==> config.mk <==
export PLATFORM = sky130hd
export DESIGN_NAME = alu_result_queue
export DESIGN_NICKNAME = d
export VERILOG_FILES = /design/src/rtl/alu_pkg.sv /design/src/rtl/alu_result_queue_flag_gen.sv /design/src/rtl/alu_result_queue.sv
export SDC_FILE = /design/constraint.sdc
export NUM_CORES = 1
export LEC_CHECK = 0
export ABC_AREA = 1
export CORE_AREA = 2 2 73 75
export DETAILED_ROUTE_END_ITERATION = 8
export DIE_AREA = 0 0 75 77
export GPL_TIMING_DRIVEN = 0
export PLACE_DENSITY = 0.73
export REMOVE_ABC_BUFFERS = 1
export SLEW_MARGIN = 10
export SYNTH_ARGS = -nofsm -noshare
export SYNTH_HDL_FRONTEND = slang
export SYNTH_HIERARCHICAL = 1
export SYNTH_SLANG_ARGS = --single-unit
==> constraint.sdc <==
create_clock -name clk -period 2.58 [get_ports clk]
set_input_delay 0.516 -clock clk [delete_from_list [all_inputs] [get_ports clk]]
set_output_delay 0.516 -clock clk [all_outputs]
set_load 0.02 [all_outputs]
==> src/rtl/alu_pkg.sv <==
// -----------------------------------------------------------------------------
// alu_pkg
// Shared definitions for the ALU result path:
//   - opcode class constants (alu_opcode[3:2] selects the class)
//   - bit positions of the status flags inside a 4-bit flag vector
//   - alu_result_t : one queued entry, {flags, y}
// -----------------------------------------------------------------------------
package alu_pkg;

   localparam int ALU_WIDTH = 8;

   // Opcode classes. An opcode with [3:2] == OPC_ARITH is an adder/subtractor
   // result; bit 2 marks the logic unit and bit 3 marks the shifter.
   localparam logic [1:0] OPC_ARITH     = 2'b00;
   localparam int         OPC_LOGIC_BIT = 2;
   localparam int         OPC_SHIFT_BIT = 3;

   // Flag vector layout {S,C,N,Z}.
   localparam int FLAG_Z = 0;
   localparam int FLAG_N = 1;
   localparam int FLAG_C = 2;
   localparam int FLAG_S = 3;

   typedef struct packed {
      logic [3:0]           flags;
      logic [ALU_WIDTH-1:0] y;
   } alu_result_t;

endpackage

==> src/rtl/alu_result_queue_flag_gen.sv <==
// -----------------------------------------------------------------------------
// alu_flag_gen
// Combinational status flags for one ALU result.
// Ports:
//   alu_y      in   WIDTH  ALU result
//   alu_carry  in   1      ALU carry_out
//   alu_opcode in   4      opcode that produced alu_y
//   flags      out  4      {S,C,N,Z}
// -----------------------------------------------------------------------------
module alu_flag_gen
   import alu_pkg::*;
#(
   parameter int WIDTH = ALU_WIDTH
) (
   input  logic [WIDTH-1:0] alu_y,
   input  logic             alu_carry,
   input  logic [3:0]       alu_opcode,
   output logic [3:0]       flags
);

   always_comb begin
      flags         = 4'b0000;
      flags[FLAG_Z] = (alu_y == '0);
      flags[FLAG_N] = alu_y[WIDTH-1];
      // Carry only carries meaning for the arithmetic class; logic and shift
      // units leave carry_out undefined, so it is masked.
      flags[FLAG_C] = alu_carry & (alu_opcode[3:2] == OPC_ARITH);
      flags[FLAG_S] = alu_opcode[OPC_SHIFT_BIT];
   end

endmodule

==> src/rtl/alu_result_queue.sv <==
// -----------------------------------------------------------------------------
// alu_result_queue
// Captures ALU results with their derived flags and buffers them in a small
// first-word-fall-through FIFO toward a consumer that may stall.
// Ports:
//   clk, rst_n             clock, asynchronous active-low reset
//   flush                  synchronous clear of all queued entries
//   in_valid / in_ready    producer handshake; alu_y/alu_carry/alu_opcode
//   out_valid / out_ready  consumer handshake; out_y/out_flags ({S,C,N,Z})
//   level                  number of entries currently stored
//
// Handshake: a transfer happens on a rising edge where valid and ready are
// both 1. Ready never depends on the same side's valid; valid data must stay
// stable until taken. in_ready = (level != DEPTH): a full queue refuses
// pushes even when a pop happens in the same cycle. out_valid = (level != 0),
// and out_y/out_flags read 0 while out_valid is 0.
// -----------------------------------------------------------------------------
module alu_result_queue
   import alu_pkg::*;
#(
   parameter int WIDTH = ALU_WIDTH,
   parameter int DEPTH = 4
) (
   input  logic                       clk,
   input  logic                       rst_n,
   input  logic                       flush,
   input  logic                       in_valid,
   output logic                       in_ready,
   input  logic [WIDTH-1:0]           alu_y,
   input  logic                       alu_carry,
   input  logic [3:0]                 alu_opcode,
   output logic                       out_valid,
   input  logic                       out_ready,
   output logic [WIDTH-1:0]           out_y,
   output logic [3:0]                 out_flags,
   output logic [$clog2(DEPTH):0]     level
);

   localparam int PW = $clog2(DEPTH);
   localparam int LW = PW + 1;
   localparam logic [LW-1:0] FULL_LEVEL = LW'(DEPTH);

   alu_result_t       mem [DEPTH];
   logic [PW-1:0]     wr_ptr;
   logic [PW-1:0]     rd_ptr;
   logic [LW-1:0]     count;
   logic [3:0]        new_flags;
   logic              push;
   logic              pop;

   alu_flag_gen #(.WIDTH(WIDTH)) u_flag_gen (
      .alu_y      (alu_y),
      .alu_carry  (alu_carry),
      .alu_opcode (alu_opcode),
      .flags      (new_flags)
   );

   assign in_ready  = (count != FULL_LEVEL);
   assign out_valid = (count != '0);
   assign push      = in_valid & in_ready;
   assign pop       = out_valid & out_ready;
   assign level     = count;

   // Gating with out_valid keeps stale or never-written storage off the outputs.
   assign out_y     = out_valid ? mem[rd_ptr].y     : '0;
   assign out_flags = out_valid ? mem[rd_ptr].flags : 4'b0000;

   // Pointers wrap naturally because DEPTH is a power of two; the separate
   // count distinguishes full from empty when the pointers are equal.
   always_ff @(posedge clk or negedge rst_n) begin
      if (!rst_n) begin
         wr_ptr <= '0;
         rd_ptr <= '0;
         count  <= '0;
      end else if (flush) begin
         wr_ptr <= '0;
         rd_ptr <= '0;
         count  <= '0;
      end else begin
         if (push) wr_ptr <= wr_ptr + 1'b1;
         if (pop)  rd_ptr <= rd_ptr + 1'b1;
         case ({push, pop})
            2'b10:   count <= count + 1'b1;
            2'b01:   count <= count - 1'b1;
            default: count <= count;
         endcase
      end
   end

   // Storage needs no reset: entries are only visible behind out_valid.
   always_ff @(posedge clk) begin
      if (push && !flush) begin
         mem[wr_ptr].y     <= alu_y;
         mem[wr_ptr].flags <= new_flags;
      end
   end

endmodule

; Word-level counts from Yosys, hierarchy flattened
; Memory sizes are Yosys's and may differ from the RTL's.
; Index checks and enable logic that the tools add are counted.
[op_classes]
add_sub_neg = 4
multipliers = 0
div_mod_pow = 0
order_cmp = 0
eq_ne = 3
shift = 0
muxes = 10
n_bitwise = 3
n_reduce_logical = 8
[ops]
columns = operator, n
row1 = logical NOT 8 bit, 1
row2 = 2-to-1 mux 2 bit, 4
row3 = 2-to-1 mux 8 bit, 1
row4 = case mux 3 bit (2 select lines), 1
row5 = nonzero test 3 bit, 2
row6 = adder 2 x 1 -> 2 bit (second input constant), 2
row7 = 2-to-1 mux 4 bit, 1
row8 = nonzero test 2 bit, 2
row9 = adder 3 x 1 -> 3 bit (second input constant), 1
row10 = bitwise AND 1 bit, 3
row11 = 2-to-1 mux 3 bit, 1
row12 = != test 3 bit (second input constant), 1
row13 = subtractor 3 x 1 -> 3 bit (second input constant), 1
row14 = equality test 2 x 1 -> 1 bit (second input constant), 1
row15 = equality test 2 bit (second input constant), 1
row16 = logical NOT 2 bit, 1
row17 = 2-to-1 mux 1 bit, 2
row18 = logical AND 1 bit, 1
row19 = logical NOT 1 bit, 1
[totals]
regBits = 7
latch_bits = 0
ram_bits = 48
romBits = 0
input_bits = 18
out_inout_bits = 17
elab_cells = 32
n_memories = 1
[mem_list]
columns = name, depth, word_bits, rd, rd_clocked_by_memory_dff, write_ports, line_no
row1 = mem, 4, 12, 1, 0, 1, alu_result_queue.sv:43  ; alu_result_t mem [DEPTH];

; Depth between registers and ports, before layout
; Gate-level depths: netlist (run 1).
[depth]
depth_word = 5
depth_mapped = 13
mapped_depth_nobuf = 12

; By module
; Netlist (run 1), hierarchy kept.
[modules_own_cells]
columns = module, n_inst, cells_each, area_per_inst_um2, seq_area_each_um2
row1 = alu_result_queue, 1, 210, 2397.3, 1616.6
row2 = alu_flag_gen, 1, 10, 48.8, 0.0

; Worst setup path after synthesis (run 1)
; OpenSTA, ideal clock, no wires.
[synth_timing]
path_type = register to register
start = register count[0], in the netlist level[0]
end = register count[2], in the netlist level[2]
setup_time_ns = 0.120
t_arrival_ns = 1.882
t_required_ns = 2.460
setup_slack_ns = 0.579
stages_incl_launch_ff = 12
path_buffers = 0
synth_period_minus_slack_ns = 2.001
cell_sequence = dfrtp_1 -> nor2_4 -> nand2_1 -> nand2_1 -> nand2_4 -> inv_1 -> fa_1 -> xor2_1 -> nand3_1 -> nand2_1 -> nand2_1 -> nand2_1
[synth_via]
elab_chain_len = 5
word_cells_on_any_way = 11
classes_between = 2 x add/sub / 3 x eq/ne / 2 x mux / 2 x bitwise / 2 x reduce/logical
[synth_lines]
columns = item, line_no
row1 = start: declaration, alu_result_queue.sv:46  ; logic [LW-1:0] count;
row2 = start signal: assignment, alu_result_queue.sv:83  ; 2'b10: count <= count + 1'b1;
row3 = start signal: assignment, alu_result_queue.sv:84  ; 2'b01: count <= count - 1'b1;
row4 = start signal: assignment, alu_result_queue.sv:85  ; default: count <= count;
row5 = != test 3 bit *, alu_result_queue.sv:58  ; assign in_ready = (count != FULL_LEVEL);
row6 = net in_ready, alu_result_queue.sv:28  ; output logic in_ready,
row7 = bitwise AND 1 bit *, alu_result_queue.sv:60  ; assign push = in_valid & in_ready;
row8 = equality test 2 x 1 -> 1 bit or equality test 2 bit (tied branches), alu_result_queue.sv:82  ; case ({push, pop})
row9 = case mux 3 bit (2 select lines), alu_result_queue.sv:82
row10 = 2-to-1 mux 3 bit, alu_result_queue.sv:75  ; end else if (flush) begin
; Mark *: on every way through the listed nets, which the timed path passes. The rest lies on a longest branch.
; A chain may end at the register's enable or synchronous reset.

; Final worst setup path (run 1)
[layout_timing]
start = register rd_ptr[0]
end = output out_flags[3]
[layout_via]
elab_chain_len = 2
[layout_lines]
columns = item, line_no
row1 = start: declaration, alu_result_queue.sv:45  ; logic [PW-1:0] rd_ptr;
row2 = start signal: assignment, alu_result_queue.sv:81  ; if (pop) rd_ptr <= rd_ptr + 1'b1;
row3 = memory read (4 x 12 bit), -
row4 = 2-to-1 mux 4 bit, alu_result_queue.sv:66  ; assign out_flags = out_valid ? mem[rd_ptr].flags : 4'b0000;
row5 = end: declaration, alu_result_queue.sv:35  ; output logic [3:0] out_flags,
; Every way passes these cells.

==> implementation parameters, run 1 <==
Parameter                              Value

Status
  Run status    complete, no violations

Placement
  Detailed placer's ending HPWL    2750 um
  Number of placed instances, taps included    311
  Count of input and output buffers    32
  Post-place setup slack    -0.218 ns
  Final estimated routing congestion in global placement    roughly 0.76

Yosys
  Prevailing post-synth register cell    sky130_fd_sc_hd__edfxtp_1
  Gate count of the mapped netlist    220
  Distinct cells, synth    27
  Fraction of registers with async set or reset after synthesis    0.127
  Count of flip-flops with a built-in enable after synthesis    48
  Synth Cell Area    approximately 0.0024 mm2
  Seq/Total Area, Yosys    0.661
  Number of storage elements in the synthesis netlist    55
  Yosys warning count    6
  Synthesized area per cell    11.1 um2

Floorplan
  Area enclosed by the die boundary    just under 0.006 mm2
  Placement Rows    26
  Starting density of the core    0.491
  Horizontal extent of the die    75 um
  Number of I/O pins    35
  Chip height    77 um
  Core footprint    approximately 0.0050 mm2

Clock tree
  TritonCTS clock tree    done
  CTS H-tree depth    2
  CTS root buf    sky130_fd_sc_hd__clkbuf_8
  Number of sinks handled by clock tree synthesis    55
  Clock-pin slew on the worst setup and hold paths    0.09 ns
  Clock buffer depth    2
  TritonCTS Buffers    5
  Clock insertion delay at the later pin of the skew report    0.30 ns

Timing
  Worst slew margin relative to its limit    0.216
  Period utilisation layout    0.956
  Number of hold-slack violations in the final timing report    0
  Final min period    2.47 ns
  Fmax achieved    between 400 and 500 MHz
  Setup repair after global routing missed its margin    false
  Setup TNS    0 ns
  Final setup violation count    0
  Worst Slack Setup Final    0.114 ns
  Post-Route Skew    0.00376 ns
  Worst slew pin tran    approximately 1.2 ns
  Final-report max-slew violation count    0

Critical path
  Largest fanout of any net on the critical path    25
  Worst flop-to-flop path startpoint    level[0]
  Critical path type    register to primary output
  Critical path capture point type    primary output
  Reg2reg path depth    4
  End of the worst register-to-register path    mem[3][1]
  Worst endpoint required time    roughly 2 ns
  Flop2flop setup slack    0.39 ns
  Arrival @ worst endpoint    1.95 ns
  Highest-delay cell along the critical path    sky130_fd_sc_hd__clkdlybuf4s50_1
  Kind of start point of the critical path    register
  Last element of the critical path    out_flags[3]
  Critical Path Start    rd_ptr[0]
  Largest stage delay on the critical path    0.62 ns
  Worst path cell trace    inv_6 -> o21ai_0 -> a21oi_1 -> clkdlybuf4s50_1

Drt
  Drc violations    0
  Number of optimization iterations in the first detailed-route pass    4
  Number of violations reported at the end of detailed-routing iteration 0    124
  Final wirelength    4320 um
  Total via count after detailed routing    1583
  Number of nets with antenna violations after routing    0
  Via-to-Cell Ratio    4.92
  Per-cell routed wire length    between 10 and 15 um

Layout
  Post-layout nets    275
  Fraction of final layout cells sized beyond drive strength 1    0.115
  Synth-to-layout area growth    21.0%
  Final core occ    0.595
  Diodes inserted    0
  Post-layout instance count excluding filler cells    322

Power and ir drop
  Total leakage power    0.00117 uW
  Power Dens Cells    964 mW/mm2
  IR Drop Worst-Case VDD    0.000677 V

Global route
  Number of global-route vias before repair    1544
  Overall global routing resource usage    0.166
  Pin count of the biggest net entering global routing    27
  Global route total overflow    0
  Global-route wire length before repair    7130 um
  Number of antenna violations at the first check in global routing    0

Min path
  Class of the worst hold path    primary input to asynchronous set/reset pin

Flow run
  Max-Cap Viols    0
==> per-stage QoR <==
step / hold slack [ns] / cell area, um2 / total power, uW
global route: 0.493 / 2960 / 3050
CTS: 0.475 / 2930 / 2880
finish: 0.473 / 2960 / 2850
global placement: 0.622 / 2780 / 2250
floorplan: 0.220 / 2370 / 1780
detailed placement: 0.641 / 2780 / 2270
==> critical path, delay by kind of cell, from the launching register on <==
kind	cells	cell delay, ns
buffers and inverters	2	0.81
AOI/OAI and AO/OA	2	0.26
DFF	1	0.58
==> per-layer routing <==
layer  track usage  vias up  wire (um)
li1              -      804          -
met1         0.200      745       1740
met2         0.289       29       2360
met3        0.0447        5        176
met4        0.0429        0         43
met5             0        -          0
==> kinds of logic after synthesis <==
group / after synthesis / share of synthesized area
compound gates: 40 / 0.0834
xor+xnor: 2 / 0.00716
fa+ha+maj: 5 / 0.0286
buf+inv: 27 / 0.0563
flops: 55 / 0.661
simple gates: 91 / 0.164
==> flip-flops by register name, summed over array words and instances (netlist names) <==
| register | cells |
|---|---|
| level | 3 |
| mem | 48 |
| rd_ptr | 2 |
| wr_ptr | 2 |
==> timing repair <==
action,4_1_cts,5_1_grt
gates resized for setup,7,10
setup endpoints to repair,12,11
hold buffers,0,0
setup buffers,3,1
==> synth_stat cells (3+ instances only) <==
library cell,instances,share of area
sky130_fd_sc_hd__dfrtp_1,7,0.072
sky130_fd_sc_hd__inv_1,11,0.017
sky130_fd_sc_hd__nand4_1,3,0.0077
sky130_fd_sc_hd__ha_1,4,0.020
sky130_fd_sc_hd__a21oi_1,13,0.027
sky130_fd_sc_hd__nand2_1,15,0.023
sky130_fd_sc_hd__o21ai_0,25,0.051
sky130_fd_sc_hd__nand3_1,4,0.0082
sky130_fd_sc_hd__inv_2,4,0.0061
sky130_fd_sc_hd__edfxtp_1,48,0.59
sky130_fd_sc_hd__buf_4,4,0.012
sky130_fd_sc_hd__nor2_1,60,0.092
sky130_fd_sc_hd__buf_2,3,0.0061
==> worst min-delay path by stage <==
stage | from | endpoint | slack (ns)
2_1_floorplan | rst_n | level[0] | 0.22
3_3_place_gp | wr_ptr[1] | wr_ptr[1] | 0.62
3_5_place_dp | wr_ptr[1] | wr_ptr[1] | 0.64
4_1_cts | rst_n | level[2] | 0.48
5_1_grt | rst_n | wr_ptr[0] | 0.49
6_report | rst_n | level[0] | 0.47
==> power breakdown <==
| group | internal [uW] | leakage, uW | switching [uW] |
|---|---|---|---|
| clock | 284 | 0.0000502 | 258 |
| sequential | 1050 | 0.000523 | 84.4 |
| combinational | 500 | 0.000592 | 675 |
==> cells in the final DEF (no fill, tap or decap), types with 2 or more instances in the layout <==
cell                              netlist  layout
sky130_fd_sc_hd__buf_4                  4       3
sky130_fd_sc_hd__ha_1                   4       4
sky130_fd_sc_hd__clkinvlp_4             0       2
sky130_fd_sc_hd__dlymetal6s2s_1         0       7
sky130_fd_sc_hd__o21ai_0               25      25
sky130_fd_sc_hd__nand2_2                2       2
sky130_fd_sc_hd__clkdlybuf4s50_1        0      24
sky130_fd_sc_hd__nor2_4                 2       2
sky130_fd_sc_hd__nand3_1                4       4
sky130_fd_sc_hd__dfrtp_2                0       4
sky130_fd_sc_hd__nand2_1               15      15
sky130_fd_sc_hd__clkbuf_8               0       5
sky130_fd_sc_hd__inv_1                 11      10
sky130_fd_sc_hd__a21oi_1               13      13
sky130_fd_sc_hd__nor2_1                60      60
sky130_fd_sc_hd__nand2_4                2       2
sky130_fd_sc_hd__dfrtp_1                7       2
sky130_fd_sc_hd__edfxtp_1              48      48
sky130_fd_sc_hd__inv_2                  4       3
sky130_fd_sc_hd__nand4_1                3       3
==> cell type report <==
class / count / area, um2
fill: 419 / 2020
inverter: 16 / 68.8
sequential: 55 / 1630
clock buffer: 5 / 68.8
timing repair buffer: 36 / 379
clock inverter: 2 / 37.5
tap: 70 / 87.6
multi-input combinational: 138 / 692
No activity file was read; power rests on OpenSTA's default activity.
==> run 2: changes to the inputs <==
--- a/config.mk
+++ b/config.mk
@@ -12,6 +12,7 @@
 export GPL_TIMING_DRIVEN = 0
 export PLACE_DENSITY = 0.73
 export REMOVE_ABC_BUFFERS = 1
+export SKIP_LAST_GASP = 1
 export SLEW_MARGIN = 10
 export SYNTH_ARGS = -nofsm -noshare
 export SYNTH_HDL_FRONTEND = slang
==> run 2 against run 1 <==
Compared with the run above: die area unchanged; clock-buffer cell count unchanged; final cell count unchanged; flip-flop and latch count unchanged; clock skew decreased by 0.00069 ns; setup slack got worse by 0.015 ns; clock power about the same; highest routed layer unchanged.
==> implementation parameters, run 2 (synthesis gave the netlist of run 1 again) <==
Parameter                              Value

Timing
  Final-report max-slew violation count    0 (unchanged)
  Worst slew pin tran    1.19 ns (+0.0175 ns)
  Worst slew margin relative to its limit    0.205 (-0.0117)
  Worst Slack Setup Final    0.0987 ns (-0.0153 ns)
  Fmax achieved    403 MHz (-0.62%)
  Setup repair after global routing missed its margin    true
  Final min period    2.48 ns (+0.0153 ns)
  Period utilisation layout    0.962 (+0.00593)
  Final setup violation count    0 (unchanged)
  Post-Route Skew    0.00307 ns (-0.000694 ns)
  Number of hold-slack violations in the final timing report    0 (unchanged)

Global route
  Global-route wire length before repair    7130 um (unchanged)
  Number of global-route vias before repair    1544 (unchanged)
  Pin count of the biggest net entering global routing    27 (unchanged)
  Overall global routing resource usage    0.166 (unchanged)
  Global route total overflow    0 (unchanged)
  Number of antenna violations at the first check in global routing    0 (unchanged)

Critical path
  Worst flop-to-flop path startpoint    level[0]
  End of the worst register-to-register path    mem[3][2]
  Highest-delay cell along the critical path    sky130_fd_sc_hd__clkdlybuf4s50_1
  Largest fanout of any net on the critical path    25 (unchanged)
  Largest stage delay on the critical path    0.63 ns (about the same)
  Critical path type    register to primary output
  Arrival @ worst endpoint    1.97 ns (+0.02 ns)
  Kind of start point of the critical path    register
  Critical path capture point type    primary output
  Reg2reg path depth    4 (unchanged)
  Flop2flop setup slack    0.38 ns (about the same)
  Worst endpoint required time    2.06 ns (about the same)
  Worst path cell trace    inv_6 -> o21ai_0 -> a21oi_1 -> clkdlybuf4s50_1

Clock tree
  Clock insertion delay at the later pin of the skew report    0.30 ns (about the same)
  TritonCTS Buffers    5 (unchanged)
  Clock buffer depth    2 (unchanged)
  Number of sinks handled by clock tree synthesis    55 (unchanged)
  CTS H-tree depth    2 (unchanged)
  Clock-pin slew on the worst setup and hold paths    0.09 ns (about the same)
  TritonCTS clock tree    done
  CTS root buf    sky130_fd_sc_hd__clkbuf_8
  Hold-fix buffers at CTS    0 (unchanged)

Layout
  Diodes inserted    0 (unchanged)
  Synth-to-layout area growth    20.8%
  Max reg flops    48 (unchanged)
  Register name with the most flops    mem
  Final Cell Area    0.00295 mm2 (-0.17%)
  Post-layout nets    275 (unchanged)
  Most common cell after layout, fill and taps aside    sky130_fd_sc_hd__nor2_1
  Fraction of final layout cells sized beyond drive strength 1    0.115 (unchanged)
  Filler Cells Inserted    417 (-0.48%)
  Highest-count cells in the layout ignoring fill and taps    60 x sky130_fd_sc_hd__nor2_1, 48 x sky130_fd_sc_hd__edfxtp_1, 26 x sky130_fd_sc_hd__clkdlybuf4s50_1

Power and ir drop
  Part of the power in registers    0.397 (about the same)
  IR Drop Worst-Case VDD    0.000679 V (+0.30%)
  Switch Pwr    1020 uW (+0.24%)
  Power Dens Cells    967 mW/mm2 (+0.39%)
  Total leakage power    0.00114 uW (-2.4%)
  Combinational power share    0.413 (about the same)
  Internal Power    1840 uW (+0.21%)
  Fraction of power consumed by the clock network    0.190 (about the same)
  Switching share of total power    0.357 (about the same)

Floorplan
  Core footprint    0.00498 mm2 (unchanged)
  Area enclosed by the die boundary    0.00578 mm2 (unchanged)
  Number of I/O pins    35 (unchanged)
  Chip height    77 um (unchanged)
  Horizontal extent of the die    75 um (unchanged)
  Placement Rows    26 (unchanged)
  Starting density of the core    0.491 (unchanged)

Drt
  Via-to-Cell Ratio    4.92 (unchanged)
  Number of violations reported at the end of detailed-routing iteration 0    133 (+7.3%)
  Number of nets with antenna violations after routing    0 (unchanged)
  Drc violations    0 (unchanged)
  Total via count after detailed routing    1583 (unchanged)
  Final wirelength    4330 um (+0.23%)
  Number of optimization iterations in the first detailed-route pass    4 (unchanged)
  Per-cell routed wire length    13.5 um (+0.23%)

Status
  Run status    complete, no violations

Min path
  Class of the worst hold path    primary input to asynchronous set/reset pin

Placement
  Detailed placer's ending HPWL    2750 um (unchanged)
  Count of input and output buffers    32 (unchanged)
  Post-detailed-placement cell area    0.00278 mm2 (unchanged)
  Final estimated routing congestion in global placement    0.762 (unchanged)
  Post-place setup slack    -0.218 ns (unchanged)

Flow run
  Max-Cap Viols    0 (unchanged)
## run 2: changes by cell type in the layout (fill, tap and decap cells not counted)
cell and change:
sky130_fd_sc_hd__clkdlybuf4s50_1 +2, sky130_fd_sc_hd__dlymetal6s2s_1 -2
## run 2: layer usage
metal	GRT usage	vias to the layer above	wire, um
met1	0.200	752	1810
li1	-	803	-
met2	0.289	23	2330
met5	0	-	0
met3	0.0447	5	150
met4	0.0429	0	43
## run 2: how the worst max path moves through the flow
stage	start	end	slack [ns]	cells after the start
after global routing	rd_ptr[0]	out_flags[2]	-0.05	4
after global placement	in_valid	mem[1][2]	-0.14	5
after floorplan	level[0]	level[2]	0.56	11
after CTS	rd_ptr[0]	out_flags[0]	0.007	4
after detailed placement	in_valid	mem[3][2]	-0.22	5
final	rd_ptr[0]	out_flags[2]	0.1	4
## run 2: critical path: cells and delay by family, from the launching register on
family,cells,cell delay (ns)
buffers and inverters,2,0.82
flip-flops,1,0.58
AO/OA/AOI/OAI,2,0.27
## run 2: repair_timing
item / 4_1_cts / 5_1_grt
gates resized for setup: 7 / 8
hold endpoints to repair: 0 / 0
endpoints found under the setup margin: 12 / 11
setup buffers: 3 / 1
## run 2: through the flow
step                      hold WS, ns  std cells  total power (uW)   util  TNS [ns]
final                           0.473        322              2860  0.594         0
after global routing            0.493        322              3050  0.594   -0.0695
after CTS                       0.475        321              2880  0.589         0
after detailed placement        0.641        311              2270  0.558     -7.30
after global placement          0.622        311              2250  0.558     -5.11
after floorplan                 0.220        209              1780      -         0
## run 2: cell type report
class / count / area, um2 / share of cell area
inverter: 16 / 68.8 / 0.0233
clock inverter: 2 / 37.5 / 0.0127
timing repair buffer: 36 / 374 / 0.127
clock buffer: 5 / 68.8 / 0.0233
tap: 70 / 87.6 / 0.0296
sequential: 55 / 1630 / 0.550
multi-input combinational: 138 / 692 / 0.234
## run 2: power groups by stage
stage | clock network, uW | logic (uW) | registers (uW)
CTS | 549 | 1180 | 1150
global route | 591 | 1310 | 1150
detailed placement | 0 | 1100 | 1170
global placement | 0 | 1080 | 1170
floorplan | 0 | 616 | 1170
finish | 543 | 1180 | 1140
==> run 3: changes to the inputs <==
--- a/config.mk
+++ b/config.mk
@@ -6,6 +6,7 @@
 export NUM_CORES = 1
 export LEC_CHECK = 0
 export ABC_AREA = 1
+export ABC_CLOCK_PERIOD_IN_PS = 2580
 export CORE_AREA = 2 2 73 75
 export DETAILED_ROUTE_END_ITERATION = 8
 export DIE_AREA = 0 0 75 77
==> results of run 3 <==
Same layout as run 2: the final DEF is identical, and so are final timing and power.
